$ cat src/rtl/vend_sequencer.sv
// Multi-slot vending sequencer: coin credit, product selection, motor dispense
// handshake with timeout, and unit-by-unit change return.
module vend_sequencer #(
  parameter int NUM_SLOTS    = 4,
  parameter int PRICE        = 3,
  parameter int MAX_CREDIT   = 7,
  parameter int STOCK_INIT   = 3,
  parameter int DISP_TIMEOUT = 255
) (
  input  logic                 clk,
  input  logic                 reset,
  input  logic                 coin_1,
  input  logic                 coin_2,
  input  logic [NUM_SLOTS-1:0] sel,
  input  logic                 cancel,
  output logic [NUM_SLOTS-1:0] motor_req,
  input  logic                 motor_done,
  output logic                 change_pulse,
  input  logic                 change_ack,
  output logic                 coin_reject,
  output logic                 deny,
  output logic [2:0]           credit,
  output logic [NUM_SLOTS-1:0] sold_out,
  output logic                 busy,
  output logic                 fault
);

  localparam int TW = (DISP_TIMEOUT < 2) ? 1 : $clog2(DISP_TIMEOUT + 1);
  localparam logic [3:0]           MAX_C    = 4'(MAX_CREDIT);
  localparam logic [2:0]           PRICE_C  = 3'(PRICE);
  localparam logic [1:0]           STOCK_C  = 2'(STOCK_INIT);
  localparam logic [TW-1:0]        TLAST_C  = TW'(DISP_TIMEOUT - 1);
  localparam logic [TW-1:0]        TONE_C   = TW'(1);
  localparam logic [NUM_SLOTS-1:0] SONE_C   = NUM_SLOTS'(1);

  typedef enum logic [1:0] {
    IDLE   = 2'd0,
    VEND   = 2'd1,
    CHANGE = 2'd2
  } state_t;

  function automatic logic is_onehot(input logic [NUM_SLOTS-1:0] v);
    return (v != '0) && ((v & (v - SONE_C)) == '0);
  endfunction

  state_t               state_r, state_nxt_s;
  logic [2:0]           credit_r, credit_nxt_s;
  logic [1:0]           stock_r     [NUM_SLOTS];
  logic [1:0]           stock_nxt_s [NUM_SLOTS];
  logic [NUM_SLOTS-1:0] sold_r, sold_nxt_s;
  logic [NUM_SLOTS-1:0] motor_r, motor_nxt_s;
  logic                 chg_r, chg_nxt_s;
  logic                 rej_r, rej_nxt_s;
  logic                 deny_r, deny_nxt_s;
  logic                 fault_r, fault_nxt_s;
  logic                 busy_r;
  logic [TW-1:0]        tcnt_r, tcnt_nxt_s;
  logic [3:0]           add1_s, add2_s;
  logic                 sel_empty_s;

  assign motor_req    = motor_r;
  assign change_pulse = chg_r;
  assign coin_reject  = rej_r;
  assign deny         = deny_r;
  assign credit       = credit_r;
  assign sold_out     = sold_r;
  assign busy         = busy_r;
  assign fault        = fault_r;

  assign add1_s = {1'b0, credit_r} + 4'd1;
  assign add2_s = {1'b0, credit_r} + 4'd2;

  // Stock status of the slot currently being selected
  always_comb begin
    sel_empty_s = 1'b0;
    for (int i = 0; i < NUM_SLOTS; i++) begin
      sel_empty_s = sel_empty_s | (sel[i] & (stock_r[i] == 2'd0));
    end
  end

  // Next-state and next-output logic
  always_comb begin
    state_nxt_s  = state_r;
    credit_nxt_s = credit_r;
    stock_nxt_s  = stock_r;
    motor_nxt_s  = motor_r;
    chg_nxt_s    = chg_r;
    rej_nxt_s    = 1'b0;
    deny_nxt_s   = 1'b0;
    fault_nxt_s  = fault_r;
    tcnt_nxt_s   = tcnt_r;

    case (state_r)
      IDLE: begin
        motor_nxt_s = '0;
        chg_nxt_s   = 1'b0;
        tcnt_nxt_s  = '0;
        if (coin_1 || coin_2) begin
          // The 2-unit coin has priority; a simultaneous 1-unit coin is always refused
          if (coin_2) begin
            if (add2_s <= MAX_C) begin
              credit_nxt_s = add2_s[2:0];
              rej_nxt_s    = coin_1;
            end else begin
              rej_nxt_s = 1'b1;
            end
          end else begin
            if (add1_s <= MAX_C) begin
              credit_nxt_s = add1_s[2:0];
            end else begin
              rej_nxt_s = 1'b1;
            end
          end
        end else if (cancel) begin
          if (credit_r != 3'd0) begin
            state_nxt_s = CHANGE;
            chg_nxt_s   = 1'b1;
          end else begin
            state_nxt_s = IDLE;
          end
        end else if (is_onehot(sel)) begin
          if ((credit_r < PRICE_C) || sel_empty_s) begin
            deny_nxt_s = 1'b1;
          end else begin
            motor_nxt_s = sel;
            state_nxt_s = VEND;
          end
        end else begin
          state_nxt_s = IDLE;
        end
      end

      VEND: begin
        rej_nxt_s = coin_1 | coin_2;
        if (motor_done) begin
          motor_nxt_s  = '0;
          tcnt_nxt_s   = '0;
          credit_nxt_s = credit_r - PRICE_C;
          for (int i = 0; i < NUM_SLOTS; i++) begin
            if (motor_r[i] && (stock_r[i] != 2'd0)) begin
              stock_nxt_s[i] = stock_r[i] - 2'd1;
            end else begin
              stock_nxt_s[i] = stock_r[i];
            end
          end
          if (credit_r > PRICE_C) begin
            state_nxt_s = CHANGE;
            chg_nxt_s   = 1'b1;
          end else begin
            state_nxt_s = IDLE;
          end
        end else if (tcnt_r == TLAST_C) begin
          // Motor never answered: abandon the sale and refund everything
          motor_nxt_s = '0;
          tcnt_nxt_s  = '0;
          fault_nxt_s = 1'b1;
          if (credit_r != 3'd0) begin
            state_nxt_s = CHANGE;
            chg_nxt_s   = 1'b1;
          end else begin
            state_nxt_s = IDLE;
          end
        end else begin
          tcnt_nxt_s = tcnt_r + TONE_C;
        end
      end

      CHANGE: begin
        rej_nxt_s = coin_1 | coin_2;
        if (credit_r == 3'd0) begin
          chg_nxt_s   = 1'b0;
          state_nxt_s = IDLE;
        end else if (chg_r) begin
          if (change_ack) begin
            credit_nxt_s = credit_r - 3'd1;
            chg_nxt_s    = 1'b0;
            if (credit_r == 3'd1) begin
              state_nxt_s = IDLE;
            end else begin
              state_nxt_s = CHANGE;
            end
          end else begin
            chg_nxt_s = 1'b1;
          end
        end else begin
          chg_nxt_s = 1'b1;
        end
      end

      default: begin
        state_nxt_s = IDLE;
        motor_nxt_s = '0;
        chg_nxt_s   = 1'b0;
        tcnt_nxt_s  = '0;
      end
    endcase
  end

  // Sold-out flags follow the stock that will be registered
  always_comb begin
    sold_nxt_s = '0;
    for (int i = 0; i < NUM_SLOTS; i++) begin
      sold_nxt_s[i] = (stock_nxt_s[i] == 2'd0);
    end
  end

  // State and output registers
  always_ff @(posedge clk or posedge reset) begin
    if (reset) begin
      state_r  <= IDLE;
      credit_r <= 3'd0;
      for (int i = 0; i < NUM_SLOTS; i++) begin
        stock_r[i] <= STOCK_C;
      end
      sold_r   <= {NUM_SLOTS{STOCK_C == 2'd0}};
      motor_r  <= '0;
      chg_r    <= 1'b0;
      rej_r    <= 1'b0;
      deny_r   <= 1'b0;
      fault_r  <= 1'b0;
      busy_r   <= 1'b0;
      tcnt_r   <= '0;
    end else begin
      state_r  <= state_nxt_s;
      credit_r <= credit_nxt_s;
      stock_r  <= stock_nxt_s;
      sold_r   <= sold_nxt_s;
      motor_r  <= motor_nxt_s;
      chg_r    <= chg_nxt_s;
      rej_r    <= rej_nxt_s;
      deny_r   <= deny_nxt_s;
      fault_r  <= fault_nxt_s;
      busy_r   <= (state_nxt_s != IDLE);
      tcnt_r   <= tcnt_nxt_s;
    end
  end

endmodule

$ cat config.mk
export PLATFORM = sky130hd
export DESIGN_NAME = vend_sequencer
export DESIGN_NICKNAME = d
export VERILOG_FILES = /design/src/rtl/vend_sequencer.sv
export SDC_FILE = /design/constraint.sdc
export NUM_CORES = 1
export LEC_CHECK = 0
export BUFFER_PORTS_ARGS = -buffer_cell sky130_fd_sc_hd__buf_2
export CORE_MARGIN = 5
export CORE_UTILIZATION = 45
export CTS_CLUSTER_DIAMETER = 40
export DETAILED_ROUTE_END_ITERATION = 8
export GPL_TIMING_DRIVEN = 0
export PLACE_DENSITY = 0.71
export SLEW_MARGIN = 10
export SYNTH_ARGS = -nofsm -noshare
export SYNTH_HDL_FRONTEND = slang
export SYNTH_SLANG_ARGS = --single-unit
$ cat constraint.sdc
create_clock -name clk -period 5.5 [get_ports clk]
set_input_delay 1.1 -clock clk [delete_from_list [all_inputs] [get_ports clk]]
set_output_delay 1.1 -clock clk [all_outputs]
set_load 0.03 [all_outputs]
After elaboration in Yosys (flattened, before gate mapping)
Index checks and enable logic that the tools add are counted.
{"block": "totals", "out_inout_bits": 16, "word_cells": 143, "ff_bits": 34}
{"block": "op_classes", "mux": 59, "n_reduce_logical": 31, "bitwise": 11, "n_addsub": 10, "eq_ne": 14, "order_cmp": 4}
{"op": "2-bit 2-to-1 mux", "n": 16}
{"op": "8-bit 2-to-1 mux", "n": 4}
{"op": "3-bit 2-to-1 mux", "n": 8}
{"op": "4-bit 2-to-1 mux", "n": 6}
{"op": "1-bit 2-to-1 mux", "n": 19}
{"op": "2-bit logical NOT", "n": 9}
{"op": "8-bit case mux with 2 select lines", "n": 1}
{"op": "3-bit != test, second input constant", "n": 5}
{"op": "4-bit case mux with 3 select lines", "n": 1}
{"op": "2-bit != test, second input constant", "n": 5}
{"op": "2-bit nonzero test", "n": 5}
{"op": "3-bit case mux with 3 select lines", "n": 1}
{"op": "8-bit by 1-bit adder with 8-bit output, second input constant", "n": 1}
{"op": "8-bit equality test, second input constant", "n": 1}
{"op": "4-bit by 3-bit less-or-equal comparator with 1-bit output, second input constant", "n": 2}
{"op": "8-bit AND reduction", "n": 1}
{"op": "2-bit by 1-bit subtractor with 2-bit output, second input constant", "n": 4}
{"op": "2-bit case mux with 3 select lines", "n": 1}
{"op": "3-bit AND reduction", "n": 2}
{"op": "3-bit nonzero test", "n": 2}
{"op": "1-bit logical AND", "n": 5}
{"op": "3-bit by 1-bit adder with 4-bit output, second input constant", "n": 1}
{"op": "3-bit by 2-bit adder with 4-bit output, second input constant", "n": 1}
{"op": "1-bit bitwise AND", "n": 4}
{"op": "19 further kinds", "n": 24}

Depth between registers and ports, before layout
Gate-level depths: netlist of the first run.
{"block": "logic_depth", "depth_word": 12, "depth_mapped": 7, "depth_no_buf": 7}

Worst setup path before layout of the first run
No wires, ideal clock.
{"block": "synth_timing", "path_type": "input-to-reg", "from": "input port sel[0]", "to": "register state_r[1]", "stages": 5, "path_buffers": 0, "required_ns": 5.422, "setup_ns": 0.078, "arrival_ns": 2.360, "setup_slack_ns": 3.062, "path_cell_list": "inv_1 or4_4 a31o_1 or3b_1 a21oi_1"}
{"block": "synth_via", "elab_chain_len": 10, "word_cells_on_any_way": 15, "classes_between": "add/sub (1); mux (5); bitwise (5); reduce/logical (4)"}
{"item": "start, declared", "line_no": "14", "rtl": "input logic [NUM_SLOTS-1:0] sel,"}
{"item": "branches (longest 6 deep; another with 4-bit by 1-bit subtractor with 4-bit output)"}
{"item": "2-bit 2-to-1 mux *", "line_no": "121", "rtl": "end else if (is_onehot(sel)) begin"}
{"item": "2-bit 2-to-1 mux *", "line_no": "114", "rtl": "end else if (cancel) begin"}
{"item": "2-bit 2-to-1 mux *", "line_no": "98", "rtl": "if (coin_1 || coin_2) begin"}
{"item": "2-bit case mux with 3 select lines *", "line_no": "93", "rtl": "case (state_r)"}
{"item": "via state_nxt_s[1]", "line_no": "46", "rtl": "state_t state_r, state_nxt_s;"}
{"item": "end signal, assigned", "line_no": "224", "rtl": "state_r <= state_nxt_s;"}
{"item": "end, declared", "line_no": "46"}
Mark *: on every way through the listed nets, which the timed path passes.
A chain may end at the register's enable or synchronous reset.

Worst setup path after layout of the first run
{"block": "layout_timing", "from": "input port motor_done", "to": "register motor_r[3] (netlist: motor_req[3])"}
{"block": "layout_via", "elab_chain_len": 2, "word_cells_on_any_way": 4, "classes_between": "eq/ne (1); mux (2); reduce/logical (1)"}
{"item": "start, declared", "line_no": "17", "rtl": "input logic motor_done,"}
{"item": "4-bit 2-to-1 mux / 3-bit != test (equally long branches)"}
{"item": "4-bit case mux with 3 select lines / 2-bit AND reduction (equally long branches)"}
{"item": "end signal, assigned", "line_no": "228", "rtl": "motor_r <= motor_nxt_s;"}
{"item": "end, declared", "line_no": "51", "rtl": "logic [NUM_SLOTS-1:0] motor_r, motor_nxt_s;"}
Parallel ways exist; a longest one is shown, timed or not.

==> results.md, run 1 <==
* Post-DP HPWL at just over 3000 um
* Sw Ratio at 0.396
* Site Rows at 24
* Top cell type by total area after synthesis: dfrtp_1
* Die height at around 76 um
* Synth cell types at 43
* Critical path capture point type: register
* Synth top area cells: dfrtp_1 (33%), ha_1 (11%), dfstp_2 (11%)
* Post-synth EDFFs at 0
* Worst path max stage delay at ~0.37 ns
* Final Instance Count excl. Fillers at between 200 and 300
* Routed via count at about 1600
* FMAX at between 300 and 400 MHz
* Final setup vio count at 0
* Syn Inst Count at between 200 and 250
* Via/cell ratio at ~5.5
* Drt first pass iters at 4
* Vias in the first global route at roughly 1500
* # Post-CTS Setup Buffers at 0
* Post-cts hold buffer count at 0
* Initial antenna violation count at 0
* Pint at between 0.5 and 0.6 mW
* Setup_tns at 0 ns
* Max-slew violations at 0
* Crit Path Category: input pin to register
* Global-route wire length before repair at between 7000 and 8000 um
* Post-synthesis sequential area ratio at 0.436
* Fin nets at around 270
* Critical Path RT at roughly 5.7 ns
* Combinational share of power at 0.393
* Mean Syn Cell Area at a little under 10 um^2
* Largest net degree at the start of global routing at 35
* CTS tree: built
* Ratio of total power to cell area at about 370 nW/um^2
* Critical path peak fanout at 10
* Status: completed
* Port Buf Inserts at 25
* RSZ-0062 raised after global routing: false
* Hold Path Class: register to register
* Sw Pwr at 0.329 mW
* Max VDD drop at between 100 and 150 uV
* Initial DRC Count at 91
* Clock Path Buffers at 2
* Post-CTS Resized at 0
* Core Region at ~4300 um^2
* Initial Util at 0.460
* Synthesized flop and latch total at 34
* Post-placement cell count at 281
* Hold Vio Cnt, Final at 0
* Grt total ovfl at 0
* Crit path cell chain: clkbuf_1 > nor2b_1 > o21ai_1 > and2_1 > and3_1 > a22o_1
* CP max-delay cell: nor2b_1
* Total track usage at 0.146
* Crit path depth at 6
* Worst setup SP type: input pin
* Area of the multi-input gates at a little over 1000 um^2
* Setup Skew at ~0.010 ns
* Clock sink count at 34
* Fill cells at ~400
* Ys flop type: dfrtp_1
* Die X-Extent at between 70 and 80 um
* Clock root buffer master: clkbuf_8
* Asr flop ratio synth at 1.00
* Layout cells sized above 1 at 0.194
* R2R Setup Slk at roughly 3.3 ns
* Part of the power in registers at 0.375
* Drt wl/cell at about 14 um
* Routed WL at around 4000 um
* Worst slew pin tran at 0.679 ns
* Max Cap Viol at 0
* Die Area at slightly below 6000 um^2
* Clock network power share at 0.232
* Final period util at 0.462
* Antenna Cells at 0
* Buf/Inv on CP at 1
* Routability congestion estimate from global placement at roughly 0.85
* Crit path time final at 2.54 ns
* Slew HR at 0.547
* Clock Latency Late Sink at between 0.2 and 0.3 ns
* H-Tree Depth at 2
* Clock slew at reported path FFs at around 0.080 ns
* Post-synth top cells: dfrtp_1 (26), ha_1 (18), inv_1 (18), nand2_1 (16)
* Count leader, synth: dfrtp_1
* Cell area after synthesis at 1980 um^2
* Yosys top cell area share at 0.329
* LEAKAGE at around 1 nW
* Worst hold margin at approximately 0.47 ns
* Area growth syn-to-layout at 14.2%
* R2r worst-path depth at 7
* Worst EP arrival at between 2 and 3 ns
* Register area at around 860 um^2
* DRT antenna net count at 0
* Worst hold stages at 1
* Syn Nets at between 200 and 250
* Crit path max-delay family: simple AND/OR/NAND/NOR gates
* Syn. warnings at 0
* Residual DRC at 0
* I/O pins at 27
* CTS Buf Count at 5
-- area by class of cell --
type	count	area share
clock inverters	1	0.00222
well taps	52	0.0288
repair buffers	25	0.0554
multi-input cells	148	0.457
clock buffers	7	0.0382
plain buffers	4	0.00665
flip-flops and latches	34	0.381
inverters	18	0.0299
-- cells in the final DEF (no fill, tap or decap), types with 2 or more instances in the layout --
master / netlist / layout
dfrtp_1: 26 / 26
buf_2: 0 / 25
ha_1: 18 / 18
inv_1: 18 / 17
nand2_1: 16 / 16
nor2_1: 15 / 15
o21ai_0: 15 / 15
a21oi_1: 9 / 9
dfstp_2: 8 / 8
a22o_1: 6 / 6
nand4b_1: 6 / 6
clkbuf_8: 0 / 6
nand3_1: 5 / 5
clkbuf_1: 4 / 5
nor2b_1: 5 / 5
nor3_1: 5 / 5
xnor2_1: 5 / 5
a211oi_1: 4 / 4
xor2_1: 3 / 3
mux2i_1: 3 / 3
nand2b_1: 3 / 3
o31ai_1: 3 / 3
nand4_1: 2 / 2
a21o_1: 2 / 2
o211ai_1: 2 / 2
and3_1: 2 / 2
-- through the flow --
| step | setup slack [ns] | util | power [mW] | cell area, um^2 |
|---|---|---|---|---|
| 4_1_cts | 2.97 | 0.526 | 0.833 | 2260 |
| 3_5_place_dp | 2.71 | 0.504 | 0.640 | 2170 |
| 3_3_place_gp | 2.72 | 0.504 | 0.634 | 2170 |
| 2_1_floorplan | 3.06 | - | 0.555 | 1980 |
| 5_1_grt | 2.86 | 0.526 | 0.891 | 2260 |
| 6_report | 2.96 | 0.526 | 0.831 | 2260 |
-- logic make-up after synthesis --
logic type                 share of synthesized area
buffers and inverters                         0.0418
muxes                                         0.0209
DFF                                            0.436
and+or+nand+nor                                0.168
adders and majority gates                      0.114
AOI/OAI and AO/OA                              0.184
xor gates and xnor gates                      0.0355
-- registers in the layout, indices dropped and copies added, names as in the netlist --
name and cells:
busy 1, change_pulse 1, coin_reject 1, credit 3
deny 1, fault 1, motor_req 4, sold_out 4
state_r 2, stock_r 8, tcnt_r 8
-- per-layer routing --
layer  vias up  part of all wire  global-route usage
li1        792                 -                   -
met1       745              0.48               0.199
met2        38              0.45               0.225
met3         7             0.057              0.0390
met4         0             0.015              0.0472
met5         -                 0                   0
-- path summary, 6_finish.rpt --
kind                                 start      endpoint
max in group asynchronous            reset  motor_req[3]
worst max register to register  state_r[1]  motor_req[3]
worst min register to register       fault         fault
worst max-delay path            motor_done  motor_req[3]
worst min-delay path                 fault         fault
min in group asynchronous            reset     tcnt_r[1]
-- power groups by stage --
stage	Clock [mW]	Combinational (mW)	Sequential [mW]
2_1_floorplan	0	0.205	0.349
3_3_place_gp	0	0.319	0.315
3_5_place_dp	0	0.324	0.316
4_1_cts	0.195	0.326	0.312
5_1_grt	0.207	0.367	0.317
6_report	0.192	0.326	0.312
Power figures use the tool's default switching activity.
==> run 2: changes to the inputs <==
--- a/config.mk
+++ b/config.mk
@@ -5,6 +5,7 @@
 export SDC_FILE = /design/constraint.sdc
 export NUM_CORES = 1
 export LEC_CHECK = 0
+export ABC_AREA = 1
 export BUFFER_PORTS_ARGS = -buffer_cell sky130_fd_sc_hd__buf_2
 export CORE_MARGIN = 5
 export CORE_UTILIZATION = 45
==> constraint.sdc (replaced) <==
create_clock -name clk -period 2.5 [get_ports clk]
set_input_delay 0.5 -clock clk [delete_from_list [all_inputs] [get_ports clk]]
set_output_delay 0.5 -clock clk [all_outputs]
set_load 0.03 [all_outputs]
==> run 2 against run 1 <==
Total power up 140%. Cell count up 18%. Critical path type is now register to register. Die area up 4.1%. Largest cell class unchanged.
==> results.md, run 2 <==
* Synth Area in XOR/XNOR at 0.0296 (-0.00584)
* H-Tree Depth at 2 (unchanged)
* Clock sink count at 34 (unchanged)
* Residual DRC at 0 (unchanged)
* Initial DRC Count at 63 (-31%)
* Yosys top cell area share at 0.314 (-0.0149)
* Syn. warnings at 0 (unchanged)
* Routed via count at 1689 (+6.8%)
* Routability congestion estimate from global placement at 0.840 (-1.2%)
* Critical Path RT at 2.72 ns (-2.95 ns)
* # Post-CTS Setup Buffers at 0 (unchanged)
* Synthesized flop and latch total at 34 (unchanged)
* Commonest non-fill, non-tap cell in the layout: nand2_1
* Post-synthesis sequential area ratio at 0.416 (-0.0198)
* Worst EP arrival at 1.94 ns (-0.77 ns)
* Top cell type by total area after synthesis: dfrtp_1
* Clock Path Buffers at 2 (unchanged)
* Via/cell ratio at 4.97 (-9.3%)
* Post-synth EDFFs at 0 (unchanged)
* Most frequent cells in the layout: nand2_1 (52), inv_1 (36), nor2_1 (27), dfrtp_1 (26), buf_2 (26)
* Fin nets at 316 (+19%)
* Die Area at 6060 um^2 (+4.1%)
* Ys flop type: dfrtp_1
* Grt met2 use at 0.247 (+0.0219)
* Final setup vio count at 0 (unchanged)
* FMAX at ~580 MHz
* CTS tree: built
* Drt first pass iters at 4 (unchanged)
* Clock slew at reported path FFs at 0.07 ns (about the same)
* Crit Path Category: register to register
* Core Region at 4410 um^2 (+2.8%)
* Crit path time final at 1.72 ns
* Final period util at 0.687
* Top Usage Layer GRT: met2
* Post-Synth Simple-Gate Area at 0.265 (+0.0964)
* Synth cell types at 33 (-23%)
* Total track usage at 0.150 (+0.00436)
* Critical path peak fanout at 7 (-3)
* Max Cap Viol at 0 (unchanged)
* CTS Buf Count at 5 (unchanged)
* Adder-cell share of the synthesized area at 0.109 (-0.00517)
* Vias in the first global route at 1709 (+14%)
* Mux share of post-synthesis cell area at 0 (-0.0209)
* Pre-CTS setup slack at 0.779 ns (-1.93 ns)
* Worst slew pin tran at 0.681 ns (+0.00272 ns)
* Met1 Resource Use GR at 0.193 (-0.00545)
* Initial Util at 0.469 (+0.00874)
* LEAKAGE at 1.23 nW (+23%)
* GR Util met3 at 0.0289 (-0.0101)
* Syn Nets at 283 (+21%)
* Drt wl/cell at 12.2 um (-14%)
* Hold Vio Cnt, Final at 0 (unchanged)
* Worst setup SP type: register
* Area growth syn-to-layout at 14.6%
* Port Buf Inserts at 26 (+4.0%)
* Largest net degree at the start of global routing at 35 (unchanged)
* R2R Setup Slk at 0.78 ns (-2.51 ns)
* Slew HR at 0.545 (-0.00181)
* Post-synth top cells: nand2_1 (52), inv_1 (37), nor2_1 (27), dfrtp_1 (26), ha_1 (18)
* Routed WL at 4160 um (+1.5%)
* RSZ-0062 raised after global routing: false
* Status: completed
* Initial antenna violation count at 0 (unchanged)
* Count leader, synth: nand2_1
* Synth Area in Compound Gates at 0.0992 (-0.0845)
* Die X-Extent at 77.8 um (+2.0%)
* Main combinational cell family by area after synthesis: simple AND/OR/NAND/NOR gates
* Site Rows at 24 (unchanged)
* Post-DP HPWL at 3310 um (+9.2%)
* Syn Inst Count at 254 (+25%)
* Setup_tns at 0 ns (unchanged)
* Post-CTS Resized at 0 (unchanged)
* Clock root buffer master: clkbuf_8
* Max-slew violations at 0 (unchanged)
* Setup Skew at 0.00410 ns (-0.00599 ns)
* Final Power at 1.99 mW (+140%)
* DRT antenna net count at 0 (unchanged)
* Critical path capture point type: register
* Synth top area cells: dfrtp_1 (31%), ha_1 (11%), dfstp_2 (10%)
* Post-placement cell count at 332 (+18%)
* Largest registers: stock_r x8, tcnt_r x8
* Die height at 77.8 um (+2.0%)
* Asr flop ratio synth at 1.00 (unchanged)
* I/O pins at 27 (unchanged)
* Mean Syn Cell Area at 8.15 um^2 (-16%)
* Setup ws final at 0.784 ns (-2.18 ns)
* Final Instance Count excl. Fillers at 340 (+18%)
* Max VDD drop at 445 uV (+270%)
* Antenna Cells at 0 (unchanged)
* Ratio of total power to cell area at 841 nW/um^2 (+130%)
* Clock Latency Late Sink at 0.28 ns (about the same)
* Hold Path Class: input pin to asynchronous set/reset pin
* Layout cells sized above 1 at 0.222 (+0.0281)
* Grt total ovfl at 0 (unchanged)
* Global-route wire length before repair at 7430 um (+5.6%)
* Post-cts hold buffer count at 0 (unchanged)
* Cell area after synthesis at 2070 um^2 (+4.7%)
* Worst hold margin at 0.313 ns (-0.152 ns)
run 2: logic make-up (layout without fill, tap and decap cells):
family	Yosys count	in the layout
DFF	34	34
AOI/OAI and AO/OA	36	36
and+or+nand+nor	115	115
xor gates and xnor gates	7	7
adders and majority gates	18	18
buffers and inverters	44	78
run 2: metrics by stage:
step / utilization / cell area, um^2
after global routing: 0.537 / 2370
after CTS: 0.537 / 2370
final: 0.537 / 2370
after global placement: 0.513 / 2260
after detailed placement: 0.513 / 2260
after floorplan: - / 2070
run 2: layout make-up:
cell class | count | area, um^2
sequential | 34 | 861
inverter | 44 | 169
timing repair buffer | 26 | 130
tap | 52 | 65.1
fill | 427 | 2040
clock buffer | 7 | 76.3
clock inverter | 1 | 30.0
multi-input combinational | 176 | 1040
run 2: per-layer routing:
layer | vias up | share of wire
met3 | 8 | 0.032
met5 | - | 0
met1 | 781 | 0.46
met2 | 26 | 0.49
met4 | 0 | 0.019
li1 | 874 | -
run 2: final timing paths:
path	start	to	cells past startpoint
worst max-delay path	state_r[1]	busy	10
worst min-delay path	reset	deny	2
worst max register to register	state_r[1]	busy	10
worst min register to register	tcnt_r[7]	tcnt_r[7]	1
max in group asynchronous	reset	sold_out[1]	2
min in group clk	tcnt_r[7]	tcnt_r[7]	1
run 2: critical path, cell delays in order, from the launching register on:
cell and delay (ns):
dfrtp_1 0.41, inv_1 0.16, ha_1 0.35, inv_2 0.09, nor2_4 0.18, nand2_4 0.10, inv_2 0.07, o21ai_1 0.06
nand2_1 0.07, nand3_1 0.09, nand2_1 0.08
run 2: power breakdown:
group	total (mW)	switching [mW]	internal, mW
Combinational	0.827	0.557	0.270
Sequential	0.681	0.0656	0.615
Clock	0.486	0.188	0.298
Total	1.99	0.811	1.18
